## config.mk

```make
export PLATFORM = sky130hd
export DESIGN_NAME = freelist
export DESIGN_NICKNAME = d
export VERILOG_FILES = /design/src/rtl/freelist.sv
export SDC_FILE = /design/constraint.sdc
export NUM_CORES = 1
export LEC_CHECK = 0
export BUFFER_PORTS_ARGS = -buffer_cell sky130_fd_sc_hd__buf_4
export CAP_MARGIN = 25
export CORE_MARGIN = 8
export CORE_UTILIZATION = 65
export CTS_CLUSTER_DIAMETER = 120
export DETAILED_ROUTE_END_ITERATION = 16
export MAX_ROUTING_LAYER = met4
export PLACE_DENSITY = 0.88
export SETUP_SLACK_MARGIN = 0.15
export SLEW_MARGIN = 20
export SYNTH_ARGS = -nofsm -noshare
export SYNTH_HDL_FRONTEND = slang
export SYNTH_SLANG_ARGS = --single-unit
```

## constraint.sdc

```tcl
create_clock -name clock -period 7.7 [get_ports clock]
set_clock_uncertainty 0.05 [all_clocks]
set_input_delay 0.77 -clock clock [delete_from_list [all_inputs] [get_ports clock]]
set_output_delay 0.77 -clock clock [all_outputs]
set_load 0.1 [all_outputs]
```

## src/rtl/freelist.sv

```systemverilog
// Physical-register free list for a 2-wide rename stage: circular FIFO of free
// PREG indices with 2 pops/cycle, 2 commit pushes/cycle and flush rollback.
module freelist #(
  parameter int NUM_PREG = 64,
  parameter int NUM_LREG = 32,
  parameter int FL_DEPTH = NUM_PREG - NUM_LREG
) (
  input  logic                            clock,
  input  logic                            reset_n,
  input  logic                            instr0_freelist_req,
  output logic [$clog2(NUM_PREG)-1:0]     instr0_freelist_resp,
  input  logic                            instr1_freelist_req,
  output logic [$clog2(NUM_PREG)-1:0]     instr1_freelist_resp,
  output logic                            freelist_can_alloc,
  output logic [$clog2(FL_DEPTH):0]       freelist_count,
  input  logic                            commit0_valid,
  input  logic                            commit0_need_to_wb,
  input  logic [$clog2(NUM_PREG)-1:0]     commit0_old_prd,
  input  logic                            commit1_valid,
  input  logic                            commit1_need_to_wb,
  input  logic [$clog2(NUM_PREG)-1:0]     commit1_old_prd,
  input  logic                            flush_valid
);
  localparam int PW   = $clog2(NUM_PREG);
  localparam int AW   = $clog2(FL_DEPTH);
  localparam int PTRW = AW + 1;

  // Handshake: a slot's req is honoured (popped) only in a cycle where
  // freelist_can_alloc=1 and flush_valid=0; resp is valid combinationally
  // in the same cycle and the head moves at the following clock edge.

  logic [PW-1:0]   entry [FL_DEPTH];
  logic [PTRW-1:0] head, arch_head, tail;
  logic [PTRW-1:0] head_next, arch_head_next, tail_next;
  logic [PTRW-1:0] head_p1, tail_slot1;
  logic [PTRW-1:0] pop_cnt, push_cnt, commit_cnt;
  logic [PTRW-1:0] count_next;
  logic            pop0, pop1, push0, push1, commit0_adv, commit1_adv;

  assign freelist_count     = tail - head;
  assign freelist_can_alloc = (freelist_count >= PTRW'(2));

  assign head_p1              = head + PTRW'(1);
  assign instr0_freelist_resp = entry[head[AW-1:0]];
  assign instr1_freelist_resp = instr0_freelist_req ? entry[head_p1[AW-1:0]]
                                                    : entry[head[AW-1:0]];

  assign pop0 = instr0_freelist_req & freelist_can_alloc & ~flush_valid;
  assign pop1 = instr1_freelist_req & freelist_can_alloc & ~flush_valid;

  // p0 is the hardwired zero register and never goes back on the list.
  assign commit0_adv = commit0_valid & commit0_need_to_wb;
  assign commit1_adv = commit1_valid & commit1_need_to_wb;
  assign push0       = commit0_adv & (commit0_old_prd != '0);
  assign push1       = commit1_adv & (commit1_old_prd != '0);

  assign pop_cnt    = PTRW'(pop0) + PTRW'(pop1);
  assign push_cnt   = PTRW'(push0) + PTRW'(push1);
  assign commit_cnt = PTRW'(commit0_adv) + PTRW'(commit1_adv);
  assign tail_slot1 = tail + PTRW'(push0);

  assign arch_head_next = arch_head + commit_cnt;
  assign tail_next      = tail + push_cnt;
  assign head_next      = flush_valid ? arch_head_next : (head + pop_cnt);
  assign count_next     = tail_next - head_next;

  always_ff @(posedge clock or negedge reset_n) begin
    if (!reset_n) begin
      head      <= '0;
      arch_head <= '0;
      tail      <= PTRW'(FL_DEPTH);
      for (int i = 0; i < FL_DEPTH; i++) begin
        entry[i] <= PW'(NUM_LREG + i);
      end
    end else begin
      head      <= head_next;
      arch_head <= arch_head_next;
      tail      <= tail_next;
      if (push0) entry[tail[AW-1:0]]       <= commit0_old_prd;
      if (push1) entry[tail_slot1[AW-1:0]] <= commit1_old_prd;
    end
  end

  // Modular count exceeding the depth means an over-push or head overtaking tail.
  a_count_range: assert property (@(posedge clock) disable iff (!reset_n)
    freelist_count <= PTRW'(FL_DEPTH));
  a_next_range: assert property (@(posedge clock) disable iff (!reset_n)
    count_next <= PTRW'(FL_DEPTH));

endmodule

```

# Word level (Yosys, flattened, before mapping)
# Index checks and enable logic that the tools add are counted.
dict set report op_classes {
  reduce_logical 4
  n_addsub 9
  muxes 16
  bitwise 13
  magnitude_cmp 7
}
# op n
set op_table {}
lappend op_table {{bitwise mux 192 bit} 2}
lappend op_table {{two-way mux 192 bit} 2}
lappend op_table {{binary-select mux 6 bit (select 5 bit)} 2}
lappend op_table {{demux 6 bit (select 5 bit)} 2}
lappend op_table {{two-way mux 6 bit} 8}
lappend op_table {{greater-or-equal comparator 6 bit, second input constant} 4}
lappend op_table {{NOT 5 -> 6 bit} 4}
lappend op_table {{adder 6 x 2 -> 6 bit} 3}
lappend op_table {{less-than comparator 6 x 1 -> 1 bit, second input constant} 2}
lappend op_table {{nonzero test 6 bit} 2}
lappend op_table {{bitwise AND 1 bit} 8}
lappend op_table {{adder 1 x 1 -> 2 bit} 3}
lappend op_table {{greater-or-equal comparator 6 x 2 -> 1 bit, second input constant} 1}
lappend op_table {{subtractor 6 bit} 1}
lappend op_table {{adder 5 x 1 -> 5 bit} 1}
lappend op_table {{adder 5 x 1 -> 5 bit, second input constant} 1}
lappend op_table {{logical AND 1 bit} 2}
lappend op_table {{NOT 1 bit} 1}
dict set report word_totals {
  ff_bits 210
  out_inout_bits 19
  word_cells 84
  in_bits 21
}

# Depth between registers and ports, before layout
dict set report depth {
  depth_word 10
  mapped_depth 18
  depth_no_buf 16
}

# Least setup slack after synthesis
# Ideal clock, no wire load.
dict set report synth_path {
  path_kind {register to output}
  startpoint {reg head[1]}
  endpoint {out freelist_can_alloc}
  path_stages_with_launch 10
  n_path_buf 4
  arrival_ns 4.444
  required_ns 6.880
  setup_slack_ns 2.436
  path_cell_list {dfrtp_1 -> clkbuf_1 -> buf_2 -> buf_1 -> buf_2 -> inv_1 -> fa_1 -> xor2_1 -> nor3_1 -> nand3_1}
}
dict set report synth_via {
  elab_chain_cells 2
}
# item line_no
set synth_lines {}
lappend synth_lines {{from (decl)} 33} ;# logic [PTRW-1:0] head, arch_head, tail;
lappend synth_lines {{from (signal assigned)} 76} ;# head <= head_next;
lappend synth_lines {{subtractor 6 bit} 40} ;# assign freelist_count = tail - head;
lappend synth_lines {{named net freelist_count[2]} 15} ;# output logic [$clog2(FL_DEPTH):0] freelist_count,
lappend synth_lines {{greater-or-equal comparator 6 x 2 -> 1 bit} 41} ;# assign freelist_can_alloc = (freelist_count >= PTRW'(2));
lappend synth_lines {{to (decl)} 14} ;# output logic freelist_can_alloc,
# The timed path passes the listed nets, and every way through them passes these cells.

# Worst setup path in the final report
dict set report layout_path {
  startpoint {reg head[2]}
  endpoint {out instr1_freelist_resp[4]}
}
dict set report layout_via {
  elab_chain_cells 6
  elab_cells_between_ends 10
  cone_classes {add/sub: 1; mux: 7; bitwise: 2}
}
# item line_no
set layout_lines {}
lappend layout_lines {{adder 5 x 1 -> 5 bit} 43} ;# assign head_p1 = head + PTRW'(1);
lappend layout_lines {{NOT 5 -> 6 bit (implied by the code)} 45} ;# assign instr1_freelist_resp = instr0_freelist_req ? entry[head_p1[AW-1:0]]
lappend layout_lines {{binary-select mux 6 bit (select 5 bit)} 45}
lappend layout_lines {{two-way mux 6 bit (implied by the code) (2 in a row)} 45}
lappend layout_lines {{two-way mux 6 bit *} 45}
lappend layout_lines {{to (decl)} 13} ;# output logic [$clog2(NUM_PREG)-1:0] instr1_freelist_resp,
# Mark *: on every way between the ends. The rest lies on a longest branch, timed or not. The select of a mux whose other input is x is not followed.

==> flow_summary_export.csv <==
group,metric,value,unit
global_routing,grt_pass1_vias,11671,
synthesis,syn-num-nets,1420,
synthesis,ys_types,57,
synthesis,synth_common_cells,"285 x mux2i_1, 129 x nand2_1, 113 x dfstp_2",
sta,finalSetupTns,0,ns
synthesis,synth_top_area_frac,0.211,
sta,relSlewSlack,0.239,
job,max-cap-violations,0,
routing,wire_per_inst,26.3,um
layout,diodes,0,
synthesis,synth_edf_count,0,
global_routing,grt_overflow,0,
routing,drtPass1Iterations,8,
setup_path,rrSetupSlack,3.16,ns
cts,clock-sinks,210,
layout,drive_gt1_frac,0.243,
placement,hpwlAfterDp,28300,um
die,die_x,163,um
setup_path,arrival,4.25,ns
cts,post_cts_resized,0,
die,design.core.area,21600,um^2
global_routing,grt_usage,0.338,
global_routing,antenna_found_initial,0,
setup_path,start_kind,"flip-flop",
run_status,status,"completed",
placement,port_buffers,39,
sta,finalCritPeriodShare,0.658,
die,start_util,0.653,
setup_path,worstSetupPathType,"flip-flop to primary output",
cts,htree_num_levels,1,
setup_path,r2r_start,"head[1]",
sta,min_period,5.07,ns
routing,viasPerCell,7.05,
placement,gp_congestion,0.994,
die,ioPinCount,40,
synthesis,synthTopCellsByArea,"dfstp_2 21%, mux2i_1 20%, dfrtp_1 17%, mux4_2 7.7%, a21oi_1 3.6%",
synthesis,synth_flop_cell,"dfstp_2",
die,rows,54,
min_path,min_path_type,"input port to async pin",
setup_path,critPathCaptureType,"primary output",
sta,clock.fmax,197,MHz
sta,setup-violations-final,0,
synthesis,synth_largest_area_cell,"dfstp_2",
synthesis,yosysWarnings,0,
layout,nets,1385,
setup_path,cp_max_fo,13,
cts,numCtsBuffers,25,
sta,timing.final.hold_violations,0,
routing,drtIter0Drc,1624,
die,dieArea,26600,um^2
cts,cts_buffer_depth,3,
routing,postRouteWirelength,43300,um
cts,path_clk_slew,0.06,ns
global_routing,grt_max_degree,87,
cts,tritoncts,"yes",
setup_path,r2r-end,"head[4]",
synthesis,avgSynthCellArea,10.2,um^2
layout,fillers,1570,
cts,root_buffer,"clkbuf_16",
layout,area_growth,8.40,%
cts,cts_hold_buf,0,
routing,vias,11605,
routing,postRouteAntennaNets,0,
synthesis,seq_area_frac_synth,0.383,
synthesis,synthCells,1384,
sta,rsz0062_at_grt,"no",
synthesis,yosysMostFrequentCell,"mux2i_1",
routing,drc,0,
die,fp.dieH,163,um
setup_path,required,6.88,ns
global_routing,grt_pass1_wl,68300,um
sta,worst_pin_slew,1.14,ns
setup_path,rr_worst_depth,15,
synthesis,synth.cell_area,14100,um^2
cts,cts_setup_buffers,0,
cts,clk_latency,0.52,ns
sta,slew_violations,0,
synthesis,synthArstFlopShare,1.00,
synthesis,ys_seq_elements,210,
==> critical path, cell delays in order (launching register included) <==
cell	delay, ns
dfrtp_1	0.61
nor2_1	0.97
buf_4	0.40
a22o_1	0.18
a2111oi_0	0.06
buf_4	0.19
a31oi_1	0.30
nand3_1	0.30
a211o_1	0.43
buf_4	0.26
==> per-layer routing <==
| layer | vias to the layer above | part of all wire | global-route usage | wire length [um] |
|---|---|---|---|---|
| li1 | 4956 | - | - | - |
| met1 | 5610 | 0.37 | 0.430 | 16100 |
| met2 | 817 | 0.45 | 0.505 | 19600 |
| met3 | 222 | 0.12 | 0.0839 | 5260 |
| met4 | 0 | 0.053 | 0.152 | 2310 |
| met5 | - | 0 | - | 0 |
==> worst max path at each step <==
| stage | endpoint | cells after the start | startpoint |
|---|---|---|---|
| finish | instr1_freelist_resp[4] | 9 | head[2] |
| global route | freelist_can_alloc | 10 | head[1] |
| CTS | instr1_freelist_resp[5] | 7 | head[0] |
| detailed placement | entry[75] | 10 | commit0_old_prd[0] |
| global placement | entry[114] | 9 | commit0_old_prd[0] |
| floorplan | freelist_can_alloc | 9 | head[1] |
==> per-stage QoR <==
step | hold slack [ns] | setup WS (ns) | area [um^2] | instances | utilization
finish | 0.222 | 2.63 | 15300 | 1647 | 0.708
global route | 0.295 | 2.57 | 15300 | 1647 | 0.708
CTS | 0.264 | 2.73 | 15200 | 1646 | 0.707
detailed placement | 0.411 | 3.20 | 14400 | 1601 | 0.669
global placement | 0.409 | 3.26 | 14400 | 1599 | 0.668
floorplan | 0.394 | 2.44 | 14100 | 1384 | -
==> layout by cell type (no fill, tap or decap), drive strengths merged, types with 6 or more instances in the layout <==
cell     synthesis  final
xor2             8      8
buf             41     55
o22ai           13     13
mux4            48     48
a2111oi          6      6
a211o            6      6
nand2          129    129
nor2           110    110
a22o             7      7
xnor2           13     13
o21ai           91     91
nor3            22     22
a22oi           25     25
dfstp          113    113
nor2b           14     14
a31oi            7      7
mux2            49     49
nand3           34     34
dfrtp           97     97
a21oi          101    101
clkbuf          77     36
inv             19     20
ha              11     11
mux2i          285    285
clkinv           0      7
a211oi           6      6
==> layout make-up <==
type                            count  area (um^2)  area share
Clock buffer                       35          713      0.0467
Clock inverter                     10          106     0.00697
Timing Repair Buffer               56          434      0.0284
Tap cell                          280          350      0.0230
Sequential cell                   210         5400       0.354
Inverter                           19         71.3     0.00467
Multi-Input combinational cell   1037         8180       0.536
==> registers in the layout, summed over array words and instances (netlist names) <==
| name | count |
|---|---|
| head | 6 |
| arch_head | 6 |
| tail | 6 |
| entry | 192 |
==> cells by family after synthesis <==
logic type | synth area share
flops | 0.383
xor+xnor | 0.0131
simple gates | 0.117
compound gates | 0.113
fa+ha+maj | 0.0155
buf+inv | 0.0392
mux | 0.319
Power is left out: the tool's default activity adds up to more than one toggle a clock period on the data nets, which glitch-free logic cannot reach.
